--- src/rtl/mc_control_fsm.sv ---
// Multi-cycle RV32I control FSM: sequences datapath mux selects and write enables per instruction.
// Latency: branch 3, ALU/LUI/AUIPC/JAL/store 4, load/JALR 5 cycles with zero memory wait states.
// Backpressure: with MEM_HANDSHAKE=1, FETCH/MEM_READ/MEM_WRITE hold until mem_ready; outputs are stable while waiting.
//
// Ports:
//   clk, reset               - clock, synchronous active-high reset (returns to FETCH, gates all enables)
//   opcode/funct3/funct7     - instruction register fields
//   zero/less_than/signed_less_than - ALU flags for branch resolution
//   mem_ready                - memory access completes this cycle
//   pc_write/ir_write/reg_write/mem_write/mem_req - datapath enables
//   adr_src/alu_src_a/alu_src_b/result_src/alu_control/imm_src - datapath selects
//   instr_done               - one-cycle retire pulse; illegal_instr - illegal instruction flag
module mc_control_fsm #(
    parameter bit MEM_HANDSHAKE   = 1'b1,
    parameter bit TRAP_ON_ILLEGAL = 1'b1
) (
    input  logic       clk,
    input  logic       reset,
    input  logic [6:0] opcode,
    input  logic [2:0] funct3,
    input  logic [6:0] funct7,
    input  logic       zero,
    input  logic       less_than,
    input  logic       signed_less_than,
    input  logic       mem_ready,
    output logic       pc_write,
    output logic       ir_write,
    output logic       reg_write,
    output logic       mem_write,
    output logic       mem_req,
    output logic       adr_src,
    output logic [1:0] alu_src_a,
    output logic [1:0] alu_src_b,
    output logic [1:0] result_src,
    output logic [3:0] alu_control,
    output logic [2:0] imm_src,
    output logic       instr_done,
    output logic       illegal_instr
);

    typedef enum logic [3:0] {
        S_FETCH, S_DECODE, S_MEM_ADR, S_MEM_READ, S_MEM_WB, S_MEM_WRITE,
        S_EXEC_R, S_EXEC_I, S_ALU_WB, S_LUI, S_AUIPC, S_JAL,
        S_JALR_ADR, S_JALR_JMP, S_BRANCH, S_TRAP
    } state_t;

    localparam logic [6:0] OP_LOAD   = 7'b0000011;
    localparam logic [6:0] OP_STORE  = 7'b0100011;
    localparam logic [6:0] OP_R      = 7'b0110011;
    localparam logic [6:0] OP_I      = 7'b0010011;
    localparam logic [6:0] OP_LUI    = 7'b0110111;
    localparam logic [6:0] OP_AUIPC  = 7'b0010111;
    localparam logic [6:0] OP_JAL    = 7'b1101111;
    localparam logic [6:0] OP_JALR   = 7'b1100111;
    localparam logic [6:0] OP_BRANCH = 7'b1100011;

    localparam logic [3:0] ALU_ADD = 4'b0000;
    localparam logic [3:0] ALU_SUB = 4'b0001;

    state_t state, state_next;
    logic   rdy;
    logic   funct_legal;
    logic   taken;

    // Without the handshake every memory state completes in one cycle.
    assign rdy = MEM_HANDSHAKE ? mem_ready : 1'b1;

    // funct7 must be all-zero, or 0100000 only for SUB/SRA(I) (funct3 000/101).
    // For I-type only the shifts carry a funct7 field, so this is consulted there for 001/101 only.
    assign funct_legal = (funct7 == 7'b0000000) ||
                         ((funct7 == 7'b0100000) && ((funct3 == 3'b000) || (funct3 == 3'b101)));

    function automatic logic [3:0] alu_decode(input logic [2:0] f3, input logic f7b5, input logic is_r);
        logic [3:0] code;
        case (f3)
            3'b000:  code = (is_r && f7b5) ? ALU_SUB : ALU_ADD;
            3'b001:  code = 4'b0101;
            3'b010:  code = 4'b1000;
            3'b011:  code = 4'b1001;
            3'b100:  code = 4'b0100;
            3'b101:  code = f7b5 ? 4'b0111 : 4'b0110;
            3'b110:  code = 4'b0011;
            default: code = 4'b0010;
        endcase
        return code;
    endfunction

    always_comb begin
        case (funct3)
            3'b000:  taken = zero;
            3'b001:  taken = !zero;
            3'b100:  taken = signed_less_than;
            3'b101:  taken = !signed_less_than;
            3'b110:  taken = less_than;
            3'b111:  taken = !less_than;
            default: taken = 1'b0;
        endcase
    end

    always_comb begin
        case (opcode)
            OP_LOAD, OP_I, OP_JALR: imm_src = 3'b000;
            OP_STORE:               imm_src = 3'b001;
            OP_BRANCH:              imm_src = 3'b010;
            OP_JAL:                 imm_src = 3'b011;
            OP_LUI, OP_AUIPC:       imm_src = 3'b100;
            default:                imm_src = 3'b000;
        endcase
    end

    always_ff @(posedge clk) begin
        if (reset) begin
            state <= S_FETCH;
        end else begin
            state <= state_next;
        end
    end

    always_comb begin
        state_next    = state;
        pc_write      = 1'b0;
        ir_write      = 1'b0;
        reg_write     = 1'b0;
        mem_write     = 1'b0;
        mem_req       = 1'b0;
        adr_src       = 1'b0;
        alu_src_a     = 2'b00;
        alu_src_b     = 2'b00;
        result_src    = 2'b00;
        alu_control   = ALU_ADD;
        instr_done    = 1'b0;
        illegal_instr = 1'b0;

        case (state)
            S_FETCH: begin
                mem_req    = 1'b1;
                alu_src_b  = 2'b10;
                result_src = 2'b10;
                ir_write   = rdy;
                pc_write   = rdy;
                if (rdy) state_next = S_DECODE;
            end
            S_DECODE: begin
                // Precompute PC-relative target into ALUOut for branch/JAL.
                alu_src_a = 2'b01;
                alu_src_b = 2'b01;
                case (opcode)
                    OP_LOAD, OP_STORE: state_next = S_MEM_ADR;
                    OP_R:              state_next = S_EXEC_R;
                    OP_I:              state_next = S_EXEC_I;
                    OP_LUI:            state_next = S_LUI;
                    OP_AUIPC:          state_next = S_AUIPC;
                    OP_JAL:            state_next = S_JAL;
                    OP_JALR:           state_next = (funct3 == 3'b000) ? S_JALR_ADR : S_TRAP;
                    OP_BRANCH:         state_next = (funct3[2:1] == 2'b01) ? S_TRAP : S_BRANCH;
                    default:           state_next = S_TRAP;
                endcase
            end
            S_MEM_ADR: begin
                alu_src_a  = 2'b10;
                alu_src_b  = 2'b01;
                // Loads and stores differ only in opcode bit 5.
                state_next = opcode[5] ? S_MEM_WRITE : S_MEM_READ;
            end
            S_MEM_READ: begin
                adr_src = 1'b1;
                mem_req = 1'b1;
                if (rdy) state_next = S_MEM_WB;
            end
            S_MEM_WB: begin
                result_src = 2'b01;
                reg_write  = 1'b1;
                instr_done = 1'b1;
                state_next = S_FETCH;
            end
            S_MEM_WRITE: begin
                adr_src    = 1'b1;
                mem_req    = 1'b1;
                mem_write  = 1'b1;
                instr_done = rdy;
                if (rdy) state_next = S_FETCH;
            end
            S_EXEC_R: begin
                alu_src_a   = 2'b10;
                alu_control = alu_decode(funct3, funct7[5], 1'b1);
                state_next  = funct_legal ? S_ALU_WB : S_TRAP;
            end
            S_EXEC_I: begin
                alu_src_a   = 2'b10;
                alu_src_b   = 2'b01;
                alu_control = alu_decode(funct3, funct7[5], 1'b0);
                if ((funct3 == 3'b001 || funct3 == 3'b101) && !funct_legal) begin
                    state_next = S_TRAP;
                end else begin
                    state_next = S_ALU_WB;
                end
            end
            S_LUI: begin
                alu_src_a  = 2'b11;
                alu_src_b  = 2'b01;
                state_next = S_ALU_WB;
            end
            S_AUIPC: begin
                alu_src_a  = 2'b01;
                alu_src_b  = 2'b01;
                state_next = S_ALU_WB;
            end
            S_ALU_WB: begin
                reg_write  = 1'b1;
                instr_done = 1'b1;
                state_next = S_FETCH;
            end
            S_JAL, S_JALR_JMP: begin
                // Link value old_pc+4 goes to ALUOut while PC takes the target.
                alu_src_a  = 2'b01;
                alu_src_b  = 2'b10;
                pc_write   = 1'b1;
                state_next = S_ALU_WB;
            end
            S_JALR_ADR: begin
                alu_src_a  = 2'b10;
                alu_src_b  = 2'b01;
                state_next = S_JALR_JMP;
            end
            S_BRANCH: begin
                alu_src_a   = 2'b10;
                alu_control = ALU_SUB;
                pc_write    = taken;
                instr_done  = 1'b1;
                state_next  = S_FETCH;
            end
            default: begin
                illegal_instr = 1'b1;
                state_next    = TRAP_ON_ILLEGAL ? S_TRAP : S_FETCH;
            end
        endcase

        // Reset aborts any in-flight access: no writes, requests or retire pulses.
        if (reset) begin
            pc_write   = 1'b0;
            ir_write   = 1'b0;
            reg_write  = 1'b0;
            mem_write  = 1'b0;
            mem_req    = 1'b0;
            instr_done = 1'b0;
        end
    end

endmodule

--- config.mk ---
export PLATFORM = sky130hd
export DESIGN_NAME = mc_control_fsm
export DESIGN_NICKNAME = d
export VERILOG_FILES = /design/src/rtl/mc_control_fsm.sv
export SDC_FILE = /design/constraint.sdc
export NUM_CORES = 1
export LEC_CHECK = 0
export ABC_AREA = 0
export CAP_MARGIN = 20
export CORE_ASPECT_RATIO = 1.5
export CORE_MARGIN = 3
export CORE_UTILIZATION = 40
export CTS_CLUSTER_SIZE = 16
export DETAILED_ROUTE_END_ITERATION = 16
export MAX_ROUTING_LAYER = met4
export PLACE_DENSITY = 0.8
export SLEW_MARGIN = 20
export SYNTH_ARGS = -nofsm -noshare
export SYNTH_HDL_FRONTEND = slang
export SYNTH_SLANG_ARGS = --single-unit
--- constraint.sdc ---
create_clock -name clk -period 2.8 [get_ports clk]
set_input_delay 0.7 -clock clk [delete_from_list [all_inputs] [get_ports clk]]
set_output_delay 0.7 -clock clk [all_outputs]
set_load 0.05 [all_outputs]
==> results.sh, run 1 <==
export IMPL_top_register="state"
export IMPL_max_cap_violations=0
export IMPL_p_leak_nw=0.585
export IMPL_grt_ovfl_total=0
export IMPL_ys_seq_elements=4
export IMPL_critPathBufInv=1
export IMPL_drive_gt1_frac=0.279
export IMPL_regToRegStartpoint="state[1]"
export IMPL_antenna_found_initial=0
export IMPL_initial_core_util=0.422
export IMPL_mostFrequentLayoutCell="nor2_1"
export IMPL_clock_sinks=4
export IMPL_yosysTopAreaCellShare=0.0925
export IMPL_pwr_density_cell_mw_per_mm2=780
export IMPL_cp_top_family="simple AND/OR/NAND/NOR gates"
export IMPL_slew_headroom=0.614
export IMPL_grt_pass1_vias=1161
export IMPL_maxSlewViolCount=0
export IMPL_skew_ps=3.14
export IMPL_synth_area_sq_um=866
export IMPL_first_pass_iters=4
export IMPL_syn_instance_count=135
export IMPL_ir_drop_mv=0.487
export IMPL_setup_ws_ps=109
export IMPL_min_period_over_period=0.961
export IMPL_rsz0062_at_grt="no"
export IMPL_ys_async_sr_fraction=0
export IMPL_fin_crit_ps=2690
export IMPL_ioPinCount=44
export IMPL_clkLatencyLatePin_ps=240
export IMPL_htreeDepth=1
export IMPL_routed_wl_um=3010
export IMPL_startpoint_type="register"
export IMPL_tightest_slew_ps=578
export IMPL_reg_largest_list="state (4)"
export IMPL_synth_edf_count=0
export IMPL_num_rows=20
export IMPL_path_max_fanout=12
export IMPL_ant_nets=0
export IMPL_critPathSlowestCell="dfxtp_1"
export IMPL_final_area_sq_mm=0.00151
export IMPL_grt_max_degree=18
export IMPL_cts_buffers=3
export IMPL_crit_chain="nor2b_1 -> or2_1 -> or3_1 -> a21oi_1 -> buf_12"
export IMPL_netlist_top_cells_area="dfxtp_1 (9.2%), nor2_1 (7.8%), xnor2_1 (7.1%)"
export IMPL_synth_ff_type="dfxtp_1"
export IMPL_max_freq_ghz=0.372
export IMPL_status="complete, no violations"
export IMPL_dieWidth_um=44.0
export IMPL_yosysTopAreaCell="dfxtp_1"
export IMPL_largest_reg_flops=4
export IMPL_vias=1206
export IMPL_grt_pass1_wl_um=5260
export IMPL_cts_root_buf="clkbuf_4"
export IMPL_synth_fp_nets=158
export IMPL_dpl_cell_area_sq_mm=0.00149
export IMPL_syn_avg_cell_area_sq_um=6.41
export IMPL_clk_path_buf_depth=2
export IMPL_avgViaCountPerCell=6.00
export IMPL_setup_viol=0
export IMPL_core_area_sq_mm=0.00205
export IMPL_critPathMaxStageDelay_ps=570
export IMPL_worstHoldPathType="register to register"
export IMPL_place_gp_congestion=0.904
export IMPL_cp_arrival_ps=1990
export IMPL_worstHoldStart="state[1]"
export IMPL_ys_seq_area_frac=0.0925
export IMPL_crit_path_start="state[1]"
export IMPL_critPathKind="register to primary output"
export IMPL_nets=204
export IMPL_ys_types=42
export IMPL_fp_dieH_um=63.0
export IMPL_syn_to_final_growth_pct=74.0
export IMPL_drc=0
export IMPL_final_cell_mix="nor2_1 (18), clkdlybuf4s50_1 (17), buf_4 (17), nand2_1 (14), buf_12 (14)"
export IMPL_wl_per_cell_um=15.0
export IMPL_cp_end_kind="primary output"
export IMPL_cts_tree="yes"
export IMPL_setup_tns_ps=0
export IMPL_drt_iter0_markers=50
export IMPL_dp_slack_ps=-342
export IMPL_hold_viol_final=0
export IMPL_antenna_cells=0
export IMPL_path_clk_slew_ps=30
export IMPL_synth_warnings=0
export IMPL_io_buffers=43
export IMPL_crit_required_ps=2100
export IMPL_hpwl_um=2470
export IMPL_die_area_sq_mm=0.00277
export IMPL_grt_usage=0.247
synth_stat cells (2+ instances only):
cell,number
nand2_1,14
or4_1,2
a21oi_1,4
buf_6,2
nand3b_1,2
and3_1,3
mux2i_1,3
nand3_1,2
nor3b_1,3
xnor2_1,7
clkbuf_1,2
buf_2,7
o21ai_1,3
nor4_1,3
nand2b_1,4
a31oi_1,5
xor2_1,2
nor2b_1,3
or2_1,2
nor2_1,18
nor3_1,11
dfxtp_1,4
o21ai_0,4
a221oi_1,4
inv_1,3
buf_1,2
metal layers:
| metal | vias to the layer above | global-route usage | wire (um) |
|---|---|---|---|
| met1 | 553 | 0.273 | 1120 |
| met4 | 0 | 0.0906 | 82 |
| met2 | 58 | 0.427 | 1610 |
| met5 | - | - | 0 |
| met3 | 10 | 0.0403 | 192 |
| li1 | 585 | - | - |
worst register-to-register path, delay by kind of cell (launching register included):
kind / cells / cell delay, ps
simple gates: 2 / 390
compound gates: 3 / 800
flops: 1 / 570
path summary, 6_finish.rpt:
check / end / slack [ps] / cells after the start
worst max register to register: state[1] / 930 / 5
worst min-delay path: state[2] / 760 / 2
worst max-delay path: instr_done / 110 / 5
worst min register to register: state[2] / 760 / 2
layout make-up:
class,instances,area (sq um)
multi-input combinational,114,742
inverter,4,15.0
fill,168,546
sequential,4,81.3
timing repair buffer,54,618
tap,22,27.5
clock buffer,3,22.5
timing repair:
| item | 4_1_cts | 5_1_grt |
|---|---|---|
| buffers inserted | 0 | 0 |
| pin swaps | 6 | 3 |
| endpoints found under the setup margin | 2 | 4 |
| resized for setup | 21 | 3 |
| hold buffers | 0 | 0 |
cells by family after synthesis:
kind of cell              count (synthesis)  synth area share
DFF                                       4            0.0925
buffers and inverters                    17             0.101
and+or+nand+nor                          71             0.428
AOI/OAI and AO/OA                        31             0.253
xor gates and xnor gates                  9            0.0910
muxes                                     3            0.0347
through the flow:
step                      std cells  total power [W]   util  hold WS, ps
after CTS                       201          0.00117  0.729          746
after detailed placement        198          0.00109  0.726          743
after global routing            201          0.00125  0.734          776
final                           201          0.00118  0.734          757
after floorplan                 135         0.000762      -          683
after global placement          198          0.00107  0.726          712
power by group:
group / switching (W) / leakage (nW) / internal [W]
clock network: 0.0000253 / 0.0138 / 0.0000480
registers: 0.0000621 / 0.0335 / 0.0000783
logic: 0.000572 / 0.538 / 0.000390
total: 0.000660 / 0.585 / 0.000516
(Power assumes the default switching activity.)
==> run 2: changes to the inputs <==
CORE_MARGIN = default   (was 3)
==> results.sh, run 2 (synthesis gave the netlist of run 1 again) <==
export IMPL_status="complete, no violations"
export IMPL_tightest_slew_ps=560
export IMPL_core_area_sq_mm=0.00203
export IMPL_drive_gt1_frac=0.298
export IMPL_fp_dieH_um=59.0
export IMPL_mostFrequentLayoutCell="buf_4"
export IMPL_worstHoldPathType="register to register"
export IMPL_setup_tns_ps=0
export IMPL_fin_crit_ps=2680
export IMPL_fin_hold_ws_ps=734
export IMPL_path_max_fanout=12
export IMPL_ioPinCount=44
export IMPL_hold_viol_final=0
export IMPL_ant_nets=0
export IMPL_final_area_sq_mm=0.00153
export IMPL_clk_path_buf_depth=2
export IMPL_die_area_sq_mm=0.00236
export IMPL_htreeDepth=1
export IMPL_cts_hold_buf=0
export IMPL_final_cell_mix="buf_4 (20), nor2_1 (18), clkdlybuf4s50_1 (16), nand2_1 (14), buf_12 (14)"
export IMPL_max_cap_violations=0
export IMPL_startpoint_type="register"
export IMPL_grt_pass1_vias=1148
export IMPL_cts_buffers=3
export IMPL_critPathKind="register to primary output"
export IMPL_regToRegStartpoint="state[1]"
export IMPL_finalNonFillerCells=203
export IMPL_wl_per_cell_um=14.8
export IMPL_avgViaCountPerCell=5.88
export IMPL_antenna_found_initial=0
export IMPL_p_leak_nw=0.602
export IMPL_first_pass_iters=4
export IMPL_drc=0
export IMPL_maxSlewViolCount=0
export IMPL_path_clk_slew_ps=40
export IMPL_skew_ps=5.46
export IMPL_rr_worst_depth=5
export IMPL_clkLatencyLatePin_ps=250
export IMPL_placed_cells=200
export IMPL_place_gp_congestion=0.882
export IMPL_min_period_over_period=0.957
export IMPL_routed_wl_um=3000
export IMPL_grt_pass1_wl_um=4940
export IMPL_dpl_cell_area_sq_mm=0.00150
export IMPL_nets=206
export IMPL_setup_viol=0
export IMPL_antenna_cells=0
export IMPL_ir_drop_mv=0.471
export IMPL_slew_headroom=0.626
export IMPL_dieWidth_um=40.0
export IMPL_min_path_cells=2
export IMPL_vias=1194
export IMPL_top_register="state"
export IMPL_initial_core_util=0.427
export IMPL_crit_required_ps=2100
export IMPL_cp_end_kind="primary output"
export IMPL_pwr_density_cell_mw_per_mm2=770
export IMPL_cts_root_buf="clkbuf_4"
export IMPL_io_buffers=43
export IMPL_num_rows=20
export IMPL_drt_iter0_markers=66
export IMPL_reg_largest_list="state (4)"
export IMPL_grt_ovfl_total=0
export IMPL_reg2reg_to="state[1]"
export IMPL_hpwl_um=2440
export IMPL_post_cts_setup_buffer_count=0
export IMPL_r2r_slack_ps=1020
export IMPL_syn_to_final_growth_pct=76.3
export IMPL_grt_max_degree=18
export IMPL_clock_sinks=4
export IMPL_min_to="state[2]"
export IMPL_rsz0062_at_grt="no"
export IMPL_worstHoldStart="state[1]"
export IMPL_cts_tree="yes"
export IMPL_cp_arrival_ps=1980
export IMPL_largest_reg_flops=4
export IMPL_grt_usage=0.299
export IMPL_max_freq_ghz=0.373
[run 2: through the flow]
stage                     worst slack, ps  power [W]  utilization
after global routing                 29.4    0.00124        0.753
after detailed placement             -350    0.00109        0.741
final                                 121    0.00118        0.753
after CTS                            6.36    0.00117        0.751
after floorplan                      -140   0.000762            -
after global placement               -325    0.00108        0.741
[run 2: cell type report]
class / instances / area, sq um
Clock buffer: 3 / 22.5
Fill cell: 162 / 500
Inverter: 4 / 15.0
Multi-Input combinational cell: 114 / 749
Sequential cell: 4 / 81.3
Tap cell: 22 / 27.5
Timing Repair Buffer: 56 / 631
[run 2: critical path, stage by stage (launching register included)]
cell and delay (ps):
dfxtp_1 560, nor2b_1 150, or2_1 290, or3_1 310, a21oi_1 250, buf_12 170
[run 2: where the power goes]
part	switching, W	internal, W
sequential	0.0000617	0.0000782
clock	0.0000287	0.0000483
combinational	0.000568	0.000391
total	0.000658	0.000517
[run 2: worst max-delay path by stage]
stage	from	to	slack, ps	cells after the start
3_5_place_dp	funct3[1]	pc_write	-350	7
3_3_place_gp	funct3[1]	pc_write	-330	7
2_1_floorplan	state[1]	mem_req	-140	6
5_1_grt	state[1]	instr_done	30	5
6_report	state[1]	instr_done	120	5
4_1_cts	funct3[2]	pc_write	6	6
[run 2: metal layers]
layer / up-vias / routed length, um / GRT usage
met2: 51 / 1670 / 0.518
met4: 0 / 36 / 0.0985
met3: 6 / 147 / 0.0526
li1: 587 / - / -
met1: 550 / 1140 / 0.325
met5: - / 0 / -
[run 2: repair_timing]
action	4_1_cts	5_1_grt
resized for setup	23	2
pin swaps	6	5
setup endpoints to repair	2	2
==> run 3: changes to the inputs <==
CORE_MARGIN = 2   (was default)
==> results.sh, run 3 (synthesis gave the netlist of run 1 again) <==
export IMPL_maxSlewViolCount=0
export IMPL_grt_pass1_wl_um=4820
export IMPL_crit_path_start="funct3[1]"
export IMPL_pwr_density_cell_mw_per_mm2=774
export IMPL_fin_hold_ws_ps=664
export IMPL_min_period_over_period=0.963
export IMPL_status="complete, no violations"
export IMPL_regToRegStartpoint="state[3]"
export IMPL_drc=0
export IMPL_htreeDepth=1
export IMPL_hold_viol_final=0
export IMPL_avgViaCountPerCell=6.11
export IMPL_grt_max_degree=22
export IMPL_routed_wl_um=3000
export IMPL_core_area_sq_mm=0.00203
export IMPL_dp_slack_ps=-407
export IMPL_p_leak_nw=0.587
export IMPL_cts_root_buf="clkbuf_4"
export IMPL_slew_headroom=0.672
export IMPL_critPathKind="input port to primary output"
export IMPL_vias=1221
export IMPL_max_cap_violations=0
export IMPL_setup_viol=0
export IMPL_first_pass_iters=4
export IMPL_fp_dieH_um=61.0
export IMPL_num_rows=20
export IMPL_skew_ps=3.85
export IMPL_final_cell_mix="nor2_1 (18), clkdlybuf4s50_1 (17), buf_4 (16), nand2_1 (14), buf_12 (14)"
export IMPL_startpoint_type="input port"
export IMPL_top_register="state"
export IMPL_finalNonFillerCells=200
export IMPL_die_area_sq_mm=0.00256
export IMPL_grt_ovfl_total=0
export IMPL_rsz0062_at_grt="no"
export IMPL_drive_gt1_frac=0.292
export IMPL_drt_iter0_markers=47
export IMPL_crit_required_ps=2100
export IMPL_clk_path_buf_depth=2
export IMPL_worstHoldStart="state[1]"
export IMPL_worstHoldPathType="register to register"
export IMPL_setup_ws_ps=105
export IMPL_clock_sinks=4
export IMPL_mostFrequentLayoutCell="nor2_1"
export IMPL_path_clk_slew_ps=40
export IMPL_tightest_slew_ps=491
export IMPL_path_max_fanout=2
export IMPL_clkLatencyLatePin_ps=230
export IMPL_max_freq_ghz=0.371
export IMPL_antenna_found_initial=0
export IMPL_placed_cells=197
export IMPL_antenna_cells=0
export IMPL_cp_end_kind="primary output"
export IMPL_ioPinCount=44
export IMPL_fillerInstances=145
export IMPL_place_gp_congestion=0.909
export IMPL_largest_reg_flops=4
export IMPL_initial_core_util=0.427
export IMPL_hpwl_um=2380
export IMPL_io_buffers=43
export IMPL_cts_buffers=3
export IMPL_nets=203
export IMPL_grt_usage=0.241
export IMPL_grt_pass1_vias=1166
export IMPL_post_cts_setup_buffer_count=0
export IMPL_reg_largest_list="state (4)"
export IMPL_dieWidth_um=42.0
export IMPL_wl_per_cell_um=15.0
export IMPL_fin_crit_ps=2700
export IMPL_ant_nets=0
export IMPL_syn_to_final_growth_pct=76.6
export IMPL_cp_arrival_ps=2000
export IMPL_ir_drop_mv=0.337
export IMPL_cts_tree="yes"
-- run 3: cell count changes in the layout (fill, tap and decap cells not counted), sizes merged --
cell,previous run,this run
clkdlybuf4s15,0,2
clkdlybuf4s50,16,17
buf,39,34
dlygate4sd2,1,0
-- run 3: worst paths after layout --
kind,cells past startpoint,slack (ps),endpoint
hold reg to reg,2,660,state[2]
hold / removal,2,660,state[2]
setup reg to reg,6,980,state[0]
setup / recovery,7,100,pc_write
-- run 3: metrics by stage --
stage | TNS (ps) | power (W) | cell area (sq um) | utilization
finish | 0 | 0.00118 | 1530 | 0.754
floorplan | -270 | 0.000762 | 897 | -
detailed placement | -456 | 0.00109 | 1480 | 0.731
global placement | -323 | 0.00107 | 1480 | 0.731
CTS | -36.1 | 0.00116 | 1500 | 0.740
global route | 0 | 0.00124 | 1530 | 0.754
-- run 3: power by group --
part | switching (W) | internal [W] | total (W)
Combinational | 0.000593 | 0.000389 | 0.000982
Sequential | 0.0000491 | 0.0000793 | 0.000128
Clock | 0.0000250 | 0.0000481 | 0.0000730
Total | 0.000667 | 0.000517 | 0.00118
-- run 3: repair_timing --
item	in CTS	in global routing
endpoints found under the hold margin	0	0
hold buffers	0	0
endpoints found under the setup margin	3	2
pin swaps	6	4
gates resized for setup	22	7
-- run 3: critical path: stages --
cell,delay [ps]
buf_6,90
mux2i_4,230
xnor2_2,140
a21oi_2,70
or4_4,430
a31oi_4,170
buf_12,160
-- run 3: area by class of cell --
type / instances / area, sq um / area share
inverters: 4 / 15.0 / 0.00982
multi-input cells: 114 / 764 / 0.500
flip-flops and latches: 4 / 82.6 / 0.0540
repair buffers: 53 / 617 / 0.403
clock buffers: 3 / 22.5 / 0.0147
well taps: 22 / 27.5 / 0.0180
-- run 3: layer usage --
metal | routed length [um] | vias to the layer above | GRT usage | share of wire
li1 | - | 578 | - | -
met4 | 91 | 0 | 0.106 | 0.030
met2 | 1640 | 85 | 0.455 | 0.55
met3 | 244 | 14 | 0.0298 | 0.081
met1 | 1030 | 544 | 0.247 | 0.34
met5 | 0 | - | - | 0
